`config.mk`:
```
export PLATFORM = sky130hd
export DESIGN_NAME = serial_adder_seq_flat
export DESIGN_NICKNAME = d
export VERILOG_FILES = /design/src/rtl/serial_adder_seq_if.sv /design/src/rtl/serial_adder_seq.sv /design/src/flat_wrapper.sv
export SDC_FILE = /design/constraint.sdc
export NUM_CORES = 1
export LEC_CHECK = 0
export CORE_ASPECT_RATIO = 0.75
export CORE_MARGIN = 10
export CORE_UTILIZATION = 40
export DETAILED_ROUTE_END_ITERATION = 12
export DONT_BUFFER_PORTS = 1
export SYNTH_ARGS = -nofsm -noshare
export SYNTH_HDL_FRONTEND = slang
export SYNTH_SLANG_ARGS = --single-unit
```
`constraint.sdc`:
```
create_clock -name clk -period 1.4 [get_ports clk]
set_input_delay 0.28 -clock clk [delete_from_list [all_inputs] [get_ports clk]]
set_output_delay 0.28 -clock clk [all_outputs]
set_load 0.1 [all_outputs]
```
`src/rtl/serial_adder_seq_if.sv`:
```
// ---------------------------------------------------------------------------
// serial_adder_seq_if
// Request/result bundle for the bit-serial adder.
//   start      : request to begin an addition (sampled only when idle)
//   a, b, cin  : operands, captured on the accepted start edge
//   busy       : addition in progress
//   done       : one-cycle pulse, sum/cout just updated
//   sum, cout  : registered result and final carry
// master = requester side, slave = adder side.
// ---------------------------------------------------------------------------
interface serial_adder_seq_if #(
    parameter int WIDTH = 8
);
    logic             start;
    logic [WIDTH-1:0] a;
    logic [WIDTH-1:0] b;
    logic             cin;
    logic             busy;
    logic             done;
    logic [WIDTH-1:0] sum;
    logic             cout;

    modport master (
        output start, a, b, cin,
        input  busy, done, sum, cout
    );

    modport slave (
        input  start, a, b, cin,
        output busy, done, sum, cout
    );
endinterface : serial_adder_seq_if

```
`src/rtl/serial_adder_seq.sv`:
```
// ---------------------------------------------------------------------------
// serial_adder_seq
// Bit-serial adder: {cout,sum} = a + b + cin, one bit per cycle, LSB first,
// using a single full-adder cell and a carry flop. A start accepted while
// idle captures the operands; the result appears WIDTH edges later together
// with a one-cycle done pulse. Starts arriving while busy are ignored.
//   clk   : rising-edge clock
//   rst_n : asynchronous active-low reset, aborts any addition in flight
//   bus   : serial_adder_seq_if.slave (start/a/b/cin in, busy/done/sum/cout out)
// WIDTH must match the WIDTH of the connected interface (legal 2..32).
// ---------------------------------------------------------------------------

// Single-bit full-adder cell.
module serial_adder_seq_fa (
    input  logic a,
    input  logic b,
    input  logic ci,
    output logic s,
    output logic co
);
    assign s  = a ^ b ^ ci;
    assign co = (a & b) | (ci & (a ^ b));
endmodule : serial_adder_seq_fa

module serial_adder_seq #(
    parameter int WIDTH = 8
) (
    input  logic              clk,
    input  logic              rst_n,
    serial_adder_seq_if.slave bus
);
    localparam int CNT_W = (WIDTH > 1) ? $clog2(WIDTH) : 1;
    localparam logic [CNT_W-1:0] LAST_CNT = CNT_W'(WIDTH - 1);

    typedef enum logic {
        IDLE = 1'b0,
        RUN  = 1'b1
    } state_t;

    state_t           state_q,  state_d;
    logic [WIDTH-1:0] a_sr_q,   a_sr_d;
    logic [WIDTH-1:0] b_sr_q,   b_sr_d;
    logic [WIDTH-1:0] acc_sr_q, acc_sr_d;
    logic             carry_q,  carry_d;
    logic [CNT_W-1:0] cnt_q,    cnt_d;
    logic [WIDTH-1:0] sum_q,    sum_d;
    logic             cout_q,   cout_d;
    logic             busy_q,   busy_d;
    logic             done_q,   done_d;

    logic             fa_sum;
    logic             fa_cout;
    logic [WIDTH-1:0] acc_next;

    // The cell always sees the current LSBs; its outputs are only consumed in RUN.
    serial_adder_seq_fa u_fa (
        .a  (a_sr_q[0]),
        .b  (b_sr_q[0]),
        .ci (carry_q),
        .s  (fa_sum),
        .co (fa_cout)
    );

    // Accumulator after this cycle's bit enters at the MSB; after WIDTH shifts
    // bit 0 of the result has reached position 0.
    assign acc_next = {fa_sum, acc_sr_q[WIDTH-1:1]};

    always_comb begin
        // NOTE: every _d gets its hold value first so no path through this
        // block leaves a signal unassigned, which would infer a latch.
        state_d  = state_q;
        a_sr_d   = a_sr_q;
        b_sr_d   = b_sr_q;
        acc_sr_d = acc_sr_q;
        carry_d  = carry_q;
        cnt_d    = cnt_q;
        sum_d    = sum_q;
        cout_d   = cout_q;
        busy_d   = busy_q;
        done_d   = 1'b0;

        unique case (state_q)
            IDLE: begin
                if (bus.start) begin
                    a_sr_d   = bus.a;
                    b_sr_d   = bus.b;
                    acc_sr_d = '0;
                    carry_d  = bus.cin;
                    cnt_d    = '0;
                    busy_d   = 1'b1;
                    state_d  = RUN;
                end
            end

            RUN: begin
                a_sr_d   = a_sr_q >> 1;
                b_sr_d   = b_sr_q >> 1;
                acc_sr_d = acc_next;
                carry_d  = fa_cout;
                cnt_d    = cnt_q + CNT_W'(1);
                if (cnt_q == LAST_CNT) begin
                    // Only the completed word is published; sum/cout never
                    // show partial results.
                    sum_d   = acc_next;
                    cout_d  = fa_cout;
                    done_d  = 1'b1;
                    busy_d  = 1'b0;
                    cnt_d   = '0;
                    state_d = IDLE;
                end
            end

            default: begin
                state_d = IDLE;
            end
        endcase
    end

    // NOTE: state uses non-blocking assignments so every flop samples the
    // pre-edge value of every other flop, regardless of statement order.
    always_ff @(posedge clk or negedge rst_n) begin
        if (!rst_n) begin
            state_q  <= IDLE;
            a_sr_q   <= '0;
            b_sr_q   <= '0;
            acc_sr_q <= '0;
            carry_q  <= 1'b0;
            cnt_q    <= '0;
            sum_q    <= '0;
            cout_q   <= 1'b0;
            busy_q   <= 1'b0;
            done_q   <= 1'b0;
        end else begin
            state_q  <= state_d;
            a_sr_q   <= a_sr_d;
            b_sr_q   <= b_sr_d;
            acc_sr_q <= acc_sr_d;
            carry_q  <= carry_d;
            cnt_q    <= cnt_d;
            sum_q    <= sum_d;
            cout_q   <= cout_d;
            busy_q   <= busy_d;
            done_q   <= done_d;
        end
    end

    assign bus.busy = busy_q;
    assign bus.done = done_q;
    assign bus.sum  = sum_q;
    assign bus.cout = cout_q;

endmodule : serial_adder_seq
```
`src/flat_wrapper.sv`:
```
// flat-port wrapper written by rule: the top's interface ports become plain ports
module serial_adder_seq_flat 
#(
    parameter int WIDTH = 8
)
  (clk, rst_n, bus_start, bus_a, bus_b, bus_cin, bus_busy, bus_done, bus_sum, bus_cout);
  serial_adder_seq_if #(.WIDTH(WIDTH)) bus_i ();
  input  logic clk;
  input  logic rst_n;
  input wire logic [$bits(bus_i.start)-1:0] bus_start;
  input wire logic [$bits(bus_i.a)-1:0] bus_a;
  input wire logic [$bits(bus_i.b)-1:0] bus_b;
  input wire logic [$bits(bus_i.cin)-1:0] bus_cin;
  output wire logic [$bits(bus_i.busy)-1:0] bus_busy;
  output wire logic [$bits(bus_i.done)-1:0] bus_done;
  output wire logic [$bits(bus_i.sum)-1:0] bus_sum;
  output wire logic [$bits(bus_i.cout)-1:0] bus_cout;
  assign bus_i.start = bus_start;
  assign bus_i.a = bus_a;
  assign bus_i.b = bus_b;
  assign bus_i.cin = bus_cin;
  assign bus_busy = bus_i.busy;
  assign bus_done = bus_i.done;
  assign bus_sum = bus_i.sum;
  assign bus_cout = bus_i.cout;
  serial_adder_seq #(.WIDTH(WIDTH)) u_core (.clk(clk), .rst_n(rst_n), .bus(bus_i));
endmodule
```
==> metrics.txt <==
status=finished clean; placer congestion estimate=0.6693; CTS Buf Count=5; period utilization=0.9572; final instance area=1942 um2; Max-cap violations=0; synth unique cells=25; DR iter-0 viols=46; core area=4054 um2; Setup TNS Final=0 ns; PD cells=2580 nW/um2; CTS H-tree lvls=2; Mean Syn Cell Area=12.63 um2; area share of the largest cell type after synthesis=0.5808; Crit-path slowest cell=dfrtp_1; Critical Path, Cell by Cell=ha_2 > ha_4 > nand2_4 > mux2_2; share of layout cells above drive strength 1=0.2434; crit-path max FO=5; setup violators final=0; CP max stage delay=0.39 ns; clock-pin slew on the worst setup and hold paths=0.07 ns; crit path launch type=flop; Gate power share=0.485; Slew headroom=0.7820; IO buf count=0; GRT Overall Usage=0.09631; Routed Antenna Nets=0; post-synthesis mux area share=0.1616; clk sink count=39; Max Fclk=746.2 MHz; Power Internal=2.732 mW; DR WL/cell=15.15 um; area leader, netlist=dfrtp_1; part of the power in registers=0.372; number of synthesized flops with an enable pin=0; Detailed Place HPWL=2174 um; vias in the first global route=1132; DIE HEIGHT=76.13 um; Post-Syn Nets=157; complex-gate fraction of the synthesized area=0.09829; Max IR drop VDD=0.9665 mV; sw frac=0.4547; WP depth=4; Hold WC Path Type=in2reg; Post-Synth Adder-Cell Area=0.03425; routed via count=1029; Synth Area in Simple Gates=0.07446; Synthesis Warnings=0; WL final=3137 um; RSZ-0062 raised after global routing=false; Worst-Skew Late Latency=0.29 ns; sequential share of the synthesized area=0.5808; die area=7220 um2; # DRC=0; Initial Util=0.4145; worst reg2reg endpoint=u_core.bus.sum[7]; clock share of power=0.143; crit path launch=u_core.cnt_q[0]; CTS max path bufs=2; # nets final=175; I/O pins=31; synthesis-to-finish area growth=15.56%; most frequent cells in the layout=dfrtp_1 (39), nand2_1 (18), mux2i_1 (17); Worst Clk Skew=0.004227 ns; CP Capture Type=flop; crit path kind=reg2reg; worst r2r src=u_core.cnt_q[0]; DRT Pass-1 Iters=4; commonest non-fill, non-tap cell in the layout=dfrtp_1; Mapped Area=1680 um2; switching pwr=2.278 mW; die width=94.84 um; post-route minimum period=1.340 ns; Pwr Total=5.010 mW; Worst-Margin Slew=0.3270 ns; root buf cell=clkbuf_8; ANT cells=0; Syn Inst Count=133; multi-input logic area=645.6 um2; Post-synth ARST share=1.000; Top FF cell, synth=dfrtp_1; final setup margin=0.05993 ns; Final Hold Fails=0; Leak=0.9379 nW; Place WS=-0.04799 ns; initial antenna violation count=0; CP bufs+invs=0; CTS tree=done; top cells by area, synth=dfrtp_1 (58%), mux2i_1 (10%), mux2_2 (6.0%); largest net degree at the start of global routing=40; DR vias/cell=4.971; Synth Register Bits=39; Reg2Reg Depth=4; FILL cells=396; Placed Area=1789 um2; num rows=20; cell family with most CP delay=flip-flops; global-route wire length before repair=5402 um; Critical Path Sink=u_core.bus.sum[7]; Data arrival, critical path=1.52 ns; Sequential Area=975.9 um2; Reg2Reg Setup Slack=0.06 ns; Slew Limit Fails=0; largest family of logic cells by synthesized area=multiplexers; Required @ worst endpoint=1.58 ns; xor/xnor cell area share of the yosys netlist=0; gr ovfl total=0
cell usage after synthesis, drive strengths merged (2+ instances only):
cell / instances
buf: 7
o21ai: 17
mux2i: 17
nand2: 19
nor2: 5
ha: 3
a22o: 6
dfrtp: 39
inv: 2
nand2b: 2
mux2: 9
final cells by class:
cell class / count / area share
clock buffers: 7 / 0.03930
clock inverters: 1 / 0.002577
inverters: 2 / 0.003866
multi-input cells: 85 / 0.3325
flip-flops and latches: 39 / 0.5026
well taps: 55 / 0.03544
repair buffers: 18 / 0.08376
stage by stage:
step           std cells  hold slack, ns    util
6_report             207         0.08053  0.4790
5_1_grt              207         0.06276  0.4790
4_1_cts              206         0.07076  0.4765
3_5_place_dp         194        -0.01358  0.4414
3_3_place_gp         194        -0.01359  0.4414
2_1_floorplan        133        -0.01559       -
worst min-delay path by stage:
stage	startpoint	to	slack, ns	cells past startpoint
3_5_place_dp	rst_n	u_core.acc_sr_q[1]	-0.01	0
3_3_place_gp	rst_n	u_core.bus.busy	-0.01	0
2_1_floorplan	rst_n	u_core.a_sr_q[0]	-0.02	0
6_report	bus_start	u_core.acc_sr_q[5]	0.08	1
4_1_cts	bus_start	u_core.acc_sr_q[5]	0.07	1
5_1_grt	bus_start	u_core.acc_sr_q[5]	0.06	1
repair_timing:
action	4_1_cts	5_1_grt
gates cloned	1	0
setup endpoints to repair	9	9
endpoints found under the hold margin	39	0
gates resized for setup	3	1
hold buffers	2	0
buffers inserted	1	1
registers in the layout, indices dropped and copies added, names as in the netlist, 3 cells and up:
signal	cells
u_core.b_sr_q	8
u_core.bus.sum	8
u_core.a_sr_q	8
u_core.acc_sr_q	7
u_core.cnt_q	3
power by group through the flow:
stage	Combinational (mW)	Sequential [mW]	Clock, mW
6_report	2.43	1.86	0.717
3_3_place_gp	2.27	1.84	0
4_1_cts	2.44	1.86	0.742
3_5_place_dp	2.35	1.86	0
5_1_grt	2.63	1.92	0.791
2_1_floorplan	0.934	2.79	0
cells by family (layout without fill, tap and decap cells):
family / Yosys count / count (layout)
adders and majority gates: 4 / 4
muxes: 26 / 26
and+or+nand+nor: 27 / 28
DFF: 39 / 39
AOI/OAI and AO/OA: 27 / 27
buffers and inverters: 10 / 28
per-layer routing:
metal | share of wire | GRT usage
met5 | 0 | 0
met4 | 0.014 | 0.04925
met3 | 0.079 | 0.04626
met2 | 0.48 | 0.1466
met1 | 0.43 | 0.1090
No activity file was read; power rests on OpenSTA's default activity.
